===== src/rtl/arbitro_mux4.sv =====
// arbitro_mux4: round-robin arbiter driving a shared 4:1 data multiplexer.
// Four requesters compete for one data path. A two-state FSM (IDLE/GRANT)
// hands out a one-hot grant, holds it while the owner keeps requesting, and
// always inserts one IDLE cycle between owners. The selected word and a
// valid flag come out one cycle after the grant.
//
// Optional feature: define ARB_BURST_LIMIT_EN to cap each ownership at
// MAX_BURST consecutive grant cycles. In the default build no counter exists
// and MAX_BURST only goes through the range check.
module arbitro_mux4 #(
    parameter int WIDTH     = 8,
    parameter int MAX_BURST = 4
) (
    input  logic             clock,
    input  logic             reset,
    input  logic [3:0]       req,
    input  logic [WIDTH-1:0] d0,
    input  logic [WIDTH-1:0] d1,
    input  logic [WIDTH-1:0] d2,
    input  logic [WIDTH-1:0] d3,
    output logic [3:0]       gnt,
    output logic [1:0]       sel,
    output logic [WIDTH-1:0] y,
    output logic             valid
);

    typedef enum logic {
        IDLE  = 1'b0,
        GRANT = 1'b1
    } state_t;

    state_t     state;
    logic [1:0] last;        // most recent owner; lowest priority next round
    logic [1:0] winner;      // round-robin pick from the current requests
    logic       burst_done;  // owner has used up its allowed burst

    // The burst counter is 4 bits wide, so the cap must fit in 1..15.
    if (MAX_BURST < 1 || MAX_BURST > 15) begin : g_bad_burst
        $error("arbitro_mux4: MAX_BURST must be in 1..15");
    end

    // Scan requesters in the order last+1, last+2, last+3, last+4 (mod 4)
    // and return the first one found. The scan runs backwards so the
    // nearest match is the one that is kept.
    function automatic logic [1:0] pick_winner(input logic [3:0] r,
                                               input logic [1:0] p);
        logic [1:0] idx;
        logic [1:0] pick;
        // NOTE: every variable written here gets a value before any branch
        // can skip it; otherwise a combinational block infers a latch.
        pick = p;
        idx  = p;
        for (int k = 4; k >= 1; k--) begin
            idx = p + 2'(k);
            if (r[idx]) begin
                pick = idx;
            end
        end
        return pick;
    endfunction

    // Pick the next owner from the current requests and the pointer.
    always_comb begin
        winner = pick_winner(req, last);
    end

`ifdef ARB_BURST_LIMIT_EN
    localparam logic [3:0] BURST_LAST = 4'(MAX_BURST - 1);

    logic [3:0] burst_cnt;

    // Count grant cycles; held at zero in IDLE so each new ownership starts at 0.
    always_ff @(posedge clock or posedge reset) begin
        if (reset) begin
            burst_cnt <= '0;
        end else if (state == GRANT) begin
            burst_cnt <= burst_cnt + 4'd1;
        end else begin
            burst_cnt <= '0;
        end
    end

    // The grant cycle whose count reads MAX_BURST-1 is the owner's last one.
    assign burst_done = (burst_cnt == BURST_LAST);
`else
    assign burst_done = 1'b0;
`endif

    // Arbitration FSM: grants, mux select and round-robin pointer.
    always_ff @(posedge clock or posedge reset) begin
        // NOTE: reset is asynchronous and active-high, so it sits in the
        // sensitivity list and clears the outputs without waiting for a clock.
        if (reset) begin
            state <= IDLE;
            gnt   <= '0;
            sel   <= '0;
            last  <= 2'd3;
        end else begin
            // NOTE: state registers use non-blocking assignments so every
            // register sees the values from before this edge.
            case (state)
                IDLE: begin
                    if (|req) begin
                        state <= GRANT;
                        gnt   <= 4'b0001 << winner;
                        sel   <= winner;
                        last  <= winner;
                    end
                end
                GRANT: begin
                    // Only the owner's own request matters here; other
                    // requesters wait until the owner lets go.
                    if (!req[sel] || burst_done) begin
                        state <= IDLE;
                        gnt   <= '0;
                    end
                end
                default: begin
                    state <= IDLE;
                    gnt   <= '0;
                end
            endcase
        end
    end

    // Data path register: mux the word picked by sel and flag grant cycles.
    always_ff @(posedge clock or posedge reset) begin
        if (reset) begin
            y     <= '0;
            valid <= 1'b0;
        end else begin
            case (sel)
                2'd0:    y <= d0;
                2'd1:    y <= d1;
                2'd2:    y <= d2;
                default: y <= d3;
            endcase
            valid <= (state == GRANT);
        end
    end

endmodule


===== config.mk =====
export PLATFORM = sky130hd
export DESIGN_NAME = arbitro_mux4
export DESIGN_NICKNAME = d
export VERILOG_FILES = /design/src/rtl/arbitro_mux4.sv
export SDC_FILE = /design/constraint.sdc
export NUM_CORES = 1
export LEC_CHECK = 0
export ABC_AREA = 0
export ABC_CLOCK_PERIOD_IN_PS = 1750
export CAP_MARGIN = 25
export CORE_ASPECT_RATIO = 0.9
export CORE_UTILIZATION = 37
export DETAILED_ROUTE_END_ITERATION = 6
export PLACE_DENSITY_LB_ADDON = 0.12
export SYNTH_ARGS = -nofsm -noshare
export SYNTH_HDL_FRONTEND = slang
export SYNTH_SLANG_ARGS = --single-unit

===== constraint.sdc =====
create_clock -name clock -period 1.75 [get_ports clock]
set_input_delay 0.35 -clock clock [delete_from_list [all_inputs] [get_ports clock]]
set_output_delay 0.35 -clock clock [all_outputs]
set_load 0.005 [all_outputs]

==> results by stage, run 1 <==
Timing:
- The final worst clock skew is 0.007273 ns.
- The number of hold violations in the final report came to 0.
- The post-layout minimum cycle time is 1.671 ns.
- The worst setup margin is 0.07895 ns.
- At the pin with the least slew margin, the transition time is 0.3393 ns.
- The share of the clock period used by the worst path after layout is 0.9549.
- The final max-slew violation count is 0.
- Headroom to the max-slew limit came out at 0.7730.
- Setup repair after global routing left no endpoint under its margin.
- Setup violations remaining at the end of the flow were counted as 0.
- The maximum clock frequency is 598.4 MHz.

CTS:
- The root buffer cell is clkbuf_4.
- At the later pin of the worst-skew pair, clock insertion delay measures 0.29 ns.
- The maximum clock insertion buffer count is 2.
- The number of hold buffers added after CTS was 0.
- The clock-pin transition on the worst setup and hold timing paths is 0.10 ns.
- The post-cts gate resize count is 1.
- Clock tree synthesis found a total of 18 sinks.
- The number of setup buffers added after CTS is 0.
- TritonCTS built the clock tree.
- The number of CTS-inserted buffers is 3.
- CTS built an H-tree with a depth of 1.

Drt:
- The number of vias per cell after detailed routing is 5.139.
- In this run the remaining antenna-violating nets after routing total 0.
- The number of vias in the routed layout is 776.
- The post-detailed-route DRC marker count is 0.
- The first TritonRoute pass finished after 2 iterations.
- The total length of routed wires is 2.024 mm.
- In the final routed layout, each cell accounts on average for 13.40 um.
- The iteration-0 DRC count of the detailed router is 9.

Min path:
- The path class of the tightest hold or removal check is input port to async pin.

Place:
- The number of I/O port buffers is 52.
- The final HPWL from detailed placement is 1.700 mm.
- At the end of routability-driven placement, the weighted congestion stood at 0.7798.
- OpenSTA, run right after detailed placement, puts the worst setup slack at -0.1687 ns.
- The placed instances occupy a cell area of 1510 sq um.

Global route:
- Entering global routing, the biggest net connects 19 pins.
- The total global routing overflow is 0.
- The number of global-route vias before repair is 754.
- The first-pass GRT wire length is 3.318 mm.
- The global-route total usage across every layer is 0.1775.
- The initial antenna violation count came to 0.

Yosys:
- During synthesis, Yosys emitted a total of 0 warnings.
- Counting every net in the synthesized netlist gives 103.
- The number of synthesized register bits is 18.
- Dividing the synthesized area by the synthesized cell count gives 14.19 sq um.
- The dominant register cell in the synthesized netlist is dfrtp_1.
- After synthesis, the cell types taking the most area are dfrtp_1 (43%), mux4_1 (23%), dfstp_2 (5.7%), mux4_2 (2.4%), a21oi_1 (2.2%).
- dfrtp_1 takes more of the synthesized area than any other cell.
- The cell count after synthesis came out at 65.
- Of all flip-flops after synthesis, the portion carrying an async set or reset was 1.000.
- For this run, the register share of the synthesized area comes to 0.4912.
- The most frequent cell after synthesis is dfrtp_1.
- The top cell type's share of synthesized area is 0.4342.
- The netlist uses 29 different library cells.
- Sorting the synthesized cells by how often they occur yields dfrtp_1 (16), mux4_1 (8), a21oi_1 (4), nor2_1 (4).
- The synthesized design contains 0 enable-type register cells.
- The post-synthesis instance area is 922.1 sq um.

Setup path:
- The largest fanout on the critical path is 8.
- The signal on the critical path passes through clkdlybuf4s50_1.
- The critical path data arrival time is 1.32 ns.
- The worst setup path is captured at a primary output.
- STA classifies the critical path startpoint as a register.
- The worst endpoint required time is 1.40 ns.
- The largest incremental delay on the critical path is 0.54 ns.
- The count of buffering cells on the critical path with inverters included is 1.
- On the critical path the largest part of the delay comes from buffers and inverters.
- The critical path is of the register to primary output type.
- The setup check on the worst reg-to-reg path leaves a slack of 0.17 ns.
- The cell with the largest stage delay on the worst path is clkdlybuf4s50_1.

Die:
- The floorplan has 16 rows.
- The floorplan step defined a core boundary enclosing 2262 sq um.
- For this design the top-level I/O count stands at 53.
- The area enclosed by the die boundary is 2696 sq um.
- The floorplan step set the die width to 54.62 um.
- The vertical die dimension is 49.36 um.
- The starting density of the core is 0.4076.

Cells and area:
- The number of fill cells is 190.
- Of the cells placed in the final design, the portion with a size suffix greater than 1 is 0.1532.
- From synthesis to final layout, the design area changed by 66.35%.
- In the final design database the tool counted 164 nets.
- The register area is 454.2 sq um.
- The repair_antennas step left the layout with diodes totalling 0.
- The total area of multi-input combinational cells is 435.4 sq um.
- For this run, the share of the core covered by cells in the final layout is 0.6781.
- The final standard cell area without fillers is 1534 sq um.

Power and ir drop:
- The worst-case IR drop observed on VDD is 0.7647 mV.
- Summed over all cells, the static leakage comes to 0.6528 nW.
- The total power density per cell area is 1332 nW/um^2.

Run:
- The tool flagged a number of max-cap violations equal to 0.

Run status:
- The flow ran to the end, and the final reports show no timing, DRC or antenna violations.
-- state kept, by name (all words and copies together) (netlist names) --
signal	count
gnt	4
last	2
state	1
y	8
valid	1
sel	2
-- where the power goes --
| group | leakage, nW | total (mW) | switching (mW) | internal [mW] |
|---|---|---|---|---|
| combinational | 0.427 | 1.05 | 0.337 | 0.710 |
| clock | 0.0138 | 0.199 | 0.120 | 0.0800 |
| sequential | 0.212 | 0.796 | 0.164 | 0.631 |
| total | 0.653 | 2.04 | 0.621 | 1.42 |
-- placed cells by master, fill, tap and decap left out, types with 2 or more instances in the layout --
cell             instances
clkdlybuf4s50_1         52
dfrtp_1                 15
mux4_1                   8
buf_4                    8
nor2_1                   4
a21oi_1                  4
clkbuf_4                 3
nand2_1                  2
or3_1                    2
nand3_1                  2
o21ai_0                  2
a32o_1                   2
inv_1                    2
dfstp_2                  2
-- layer usage --
| layer | part of all wire | vias up | global-route usage |
|---|---|---|---|
| met5 | 0 | - | 0 |
| met2 | 0.51 | 29 | 0.3092 |
| met3 | 0.077 | 4 | 0.04361 |
| li1 | - | 371 | - |
| met1 | 0.39 | 372 | 0.1884 |
| met4 | 0.019 | 0 | 0.08974 |
-- cells by family (layout without fill, tap and decap cells) --
kind of cell           Yosys count  count (layout)  share of synthesized area
AO/OA/AOI/OAI                   12              12                    0.08821
buffers and inverters            6              65                    0.03663
AND/OR/NAND/NOR                 19              19                     0.1208
multiplexers                    10              10                     0.2632
flip-flops                      18              18                     0.4912
-- cell type report --
type | instances | area share
clock buffer | 3 | 0.01468
multi-input combinational | 41 | 0.2839
tap | 27 | 0.02202
inverter | 2 | 0.004894
sequential | 18 | 0.2961
timing repair buffer | 60 | 0.3785
-- path summary, 6_finish.rpt --
check / start / end / cells after the start
max in group asynchronous: reset / last[1] / 3
min in group clock: gnt[0] / gnt[0] / 2
max reg2reg: last[1] / gnt[3] / 4
min: reset / y[3] / 3
max: sel[0] / sel[0] / 1
min reg2reg: gnt[0] / gnt[0] / 2
-- per-stage QoR --
stage | hold slack (ns) | TNS (ns) | power, mW | instances
3_3_place_gp | 0.4890 | -0.4827 | 1.836 | 148
5_1_grt | 0.3808 | 0 | 2.203 | 151
6_report | 0.3606 | 0 | 2.043 | 151
4_1_cts | 0.3648 | 0 | 2.068 | 151
3_5_place_dp | 0.4994 | -0.7104 | 1.868 | 148
2_1_floorplan | 0.2871 | 0 | 1.302 | 65
-- worst register-to-register path, delay by kind of cell, from the launching register on --
family          cells  cell delay (ns)
compound gates      1             0.22
mux                 1             0.20
simple gates        2             0.43
flops               1             0.62
No activity file was read; power rests on OpenSTA's default activity.
==> run 2, diff against run 1 <==
--- a/config.mk
+++ b/config.mk
@@ -11,6 +11,8 @@
 export CORE_ASPECT_RATIO = 0.9
 export CORE_UTILIZATION = 37
 export DETAILED_ROUTE_END_ITERATION = 6
+export GPL_ROUTABILITY_DRIVEN = 0
+export MAX_ROUTING_LAYER = met4
 export PLACE_DENSITY_LB_ADDON = 0.12
 export SYNTH_ARGS = -nofsm -noshare
 export SYNTH_HDL_FRONTEND = slang
==> results by stage, run 2 (synthesis gave the netlist of run 1 again) <==
Run status:
- The run finished with clean final reports.

Power and ir drop:
- The share of total power dissipated in sequential elements is 0.389.
- Of the total power, combinational logic draws 0.513.
- The internal portion of the total power is 1.422 mW.
- Across the VDD grid, the largest voltage drop is 0.7643 mV.
- The clock group share of total power is 0.098.
- The switching fraction of total power is 0.3038.
- The completed layout was analyzed and its total power is 2.042 mW.
- The analysis attributes to net switching a power of 620.4 uW.
- The total power density per cell area is 1331 nW/um^2.
- The leakage power figure is 0.6528 nW.

CTS:
- Gates resized during post-CTS repair numbered 1.
- In this run, post-CTS hold repair placed 0 buffers.
- The insertion delay of the later-clocked pin in the worst-skew pair is 0.29 ns.
- In this run, CTS created clock tree buffers numbering 3.
- The maximum clock insertion buffer count is 2.
- TritonCTS built the clock tree.
- The maximum level of the CTS H-tree is 1.
- The tree is rooted in a clkbuf_4.
- The clock-pin transition on the worst setup and hold timing paths is 0.10 ns.
- In this run the post-CTS setup repair buffer count came out at 0.
- The clock net in this run drives a total of 18 sinks.

Cells and area:
- In the final layout, the registers with the most flip-flops are y x8, gnt x4.
- The register with the most flip-flops is y.
- The non-filler instance count after layout is 151.
- The flip-flop count of the largest register, all copies and words added is 8.
- The layout cell share with drive strength beyond 1 is 0.1532.
- After routing the design area is 1534 sq um.
- The number of nets at the end of the flow is 164.
- Fill cells in the final layout number 190.
- The library cell used most frequently in the layout, excluding fill and tap cells, is clkdlybuf4s50_1.
- The library cells used most frequently in the layout, excluding fill and tap cells, are clkdlybuf4s50_1 (52), dfrtp_1 (15), mux4_1 (8), buf_4 (8).
- The antenna diode instance count is 0.
- From synthesis to final layout, the design area changed by 66.35%.

Setup path:
- The worst setup path is launched from a register.
- The number of buffers and inverters on the critical path is 1.
- The critical path data arrival time is 1.32 ns.
- In this run the critical register-to-register path is captured at gnt[3].
- The largest incremental delay on the critical path is 0.54 ns.
- The worst endpoint required time is 1.40 ns.
- The start of the worst register-to-register path is last[1].
- STA classifies the critical path endpoint as a primary output.
- The worst setup slack for register-to-register paths is 0.17 ns.
- The largest individual stage delay along the critical path comes from the cell clkdlybuf4s50_1.
- Traced cell by cell, the critical path runs through clkdlybuf4s50_1.
- The worst register-to-register path has a depth of 4.
- The largest fanout on the critical path is 8.
- Among cell families on the critical path, the largest total delay comes from buffers and inverters.
- The kind of critical path is register to primary output.
- The instance count on the critical path is 1.

Timing:
- The post-layout minimum cycle time is 1.671 ns.
- Summed over all failing endpoints, the final setup total negative slack is 0 ns.
- The final worst clock skew is 0.007353 ns.
- The tightest hold margin is 0.3607 ns.
- For the pin with the worst max-slew slack, the measured transition is 0.3385 ns.
- The total of endpoints with negative setup slack in the final report is 0.
- The final max-slew violation count was 0.
- Static timing analysis puts the maximum clock frequency at 598.5 MHz.
- The number of hold violations in the final report was 0.
- Setup repair after global routing left no endpoint under its margin.
- In this run the tightest slew margin relative to its limit is 0.7735.
- The share of the clock period used by the worst path after layout is 0.9548.

Die:
- The starting density of the core is 0.4076.
- The die is 49.36 um tall.
- The die is 54.62 um wide.
- The core region is 2262 sq um.
- For this design the top-level I/O count stands at 53.
- Row generation in the floorplan step produced 16 rows.
- The die covers 2696 sq um.

Place:
- Input and output buffers added on the ports amount to 52.
- The instance area after placement is 1510 sq um.
- The final HPWL from detailed placement is 1.700 mm.
- Once placement completed, the tool counted placed cells totaling 148.

Global route:
- The total global routing overflow is 0.
- The initial antenna violation count is 0.
- Across every metal layer, demand over resource in global routing totals 0.1804.
- The met3 track demand over resource in global routing is 0.03427.
- After global routing, the most crowded layer is met2.
- For this run, global-route usage on met2 was measured as 0.3092.
- The met1 usage in global routing is 0.1884.
- The first-pass GRT wire length is 3.305 mm.
- Entering global routing, the biggest net connects 19 pins.
- The number of global-route vias before repair is 751.

Drt:
- The first TritonRoute pass finished after 2 iterations.
- The number of vias per cell after detailed routing is 5.139.
- In this run, the number of DRC markers left after iteration 0 of detailed routing was 9.
- The total length of routed wires is 2.021 mm.
- The number of vias in the routed layout is 776.
- The post-detailed-route count of antenna-violating nets is 0.
- The post-detailed-route DRC marker count is 0.
- After detailed routing, the average wire length per cell comes to 13.38 um.

Run:
- Across the run, the number of max-cap violations was 0.

Min path:
- The path class of the tightest hold or removal check is input port to async pin.
run 2: final cells by class:
class | instances | area, sq um | area share
well taps | 27 | 33.78 | 0.02202
flip-flops and latches | 18 | 454.2 | 0.2961
repair buffers | 60 | 580.6 | 0.3785
inverters | 2 | 7.507 | 0.004894
clock buffers | 3 | 22.52 | 0.01468
multi-input cells | 41 | 435.4 | 0.2839
run 2: stage by stage:
step	worst slack, ns	util
finish	0.07908	0.6781
detailed placement	-0.1687	0.6676
global route	0.007226	0.6781
CTS	0.06584	0.6781
global placement	-0.1340	0.6676
floorplan	0.2007	-
run 2: per-layer routing:
| metal | vias up | wire (um) | part of all wire |
|---|---|---|---|
| met1 | 372 | 793 | 0.39 |
| met2 | 29 | 1033 | 0.51 |
| met3 | 4 | 156 | 0.077 |
| met4 | 0 | 38 | 0.019 |
| met5 | - | 0 | 0 |
| li1 | 371 | - | - |
run 2: worst reg2reg max path: stages, from the launching register on:
cell	delay, ns
dfstp_2	0.62
mux2i_1	0.20
nor2_1	0.06
or3_1	0.37
a32o_1	0.22
run 2: power groups by stage:
stage	Combinational, mW	Sequential (mW)	Clock (mW)
6_report	1.05	0.795	0.199
2_1_floorplan	0.563	0.738	0
3_3_place_gp	1.04	0.799	0
4_1_cts	1.06	0.801	0.203
5_1_grt	1.15	0.829	0.225
3_5_place_dp	1.06	0.807	0
run 2: worst max-delay path by stage:
stage	startpoint	slack (ns)	to
after global routing	sel[0]	0.007	sel[0]
after global placement	req[3]	-0.13	gnt[2]
final	sel[0]	0.08	sel[0]
after floorplan	last[1]	0.20	gnt[3]
after CTS	sel[0]	0.07	sel[0]
after detailed placement	req[3]	-0.17	gnt[2]
==> run 3, diff against run 2 <==
--- a/config.mk
+++ b/config.mk
@@ -5,7 +5,6 @@
 export SDC_FILE = /design/constraint.sdc
 export NUM_CORES = 1
 export LEC_CHECK = 0
-export ABC_AREA = 0
 export ABC_CLOCK_PERIOD_IN_PS = 1750
 export CAP_MARGIN = 25
 export CORE_ASPECT_RATIO = 0.9
==> results of run 3 <==
Same layout as run 2: the final DEF is identical, and so are final timing and power.
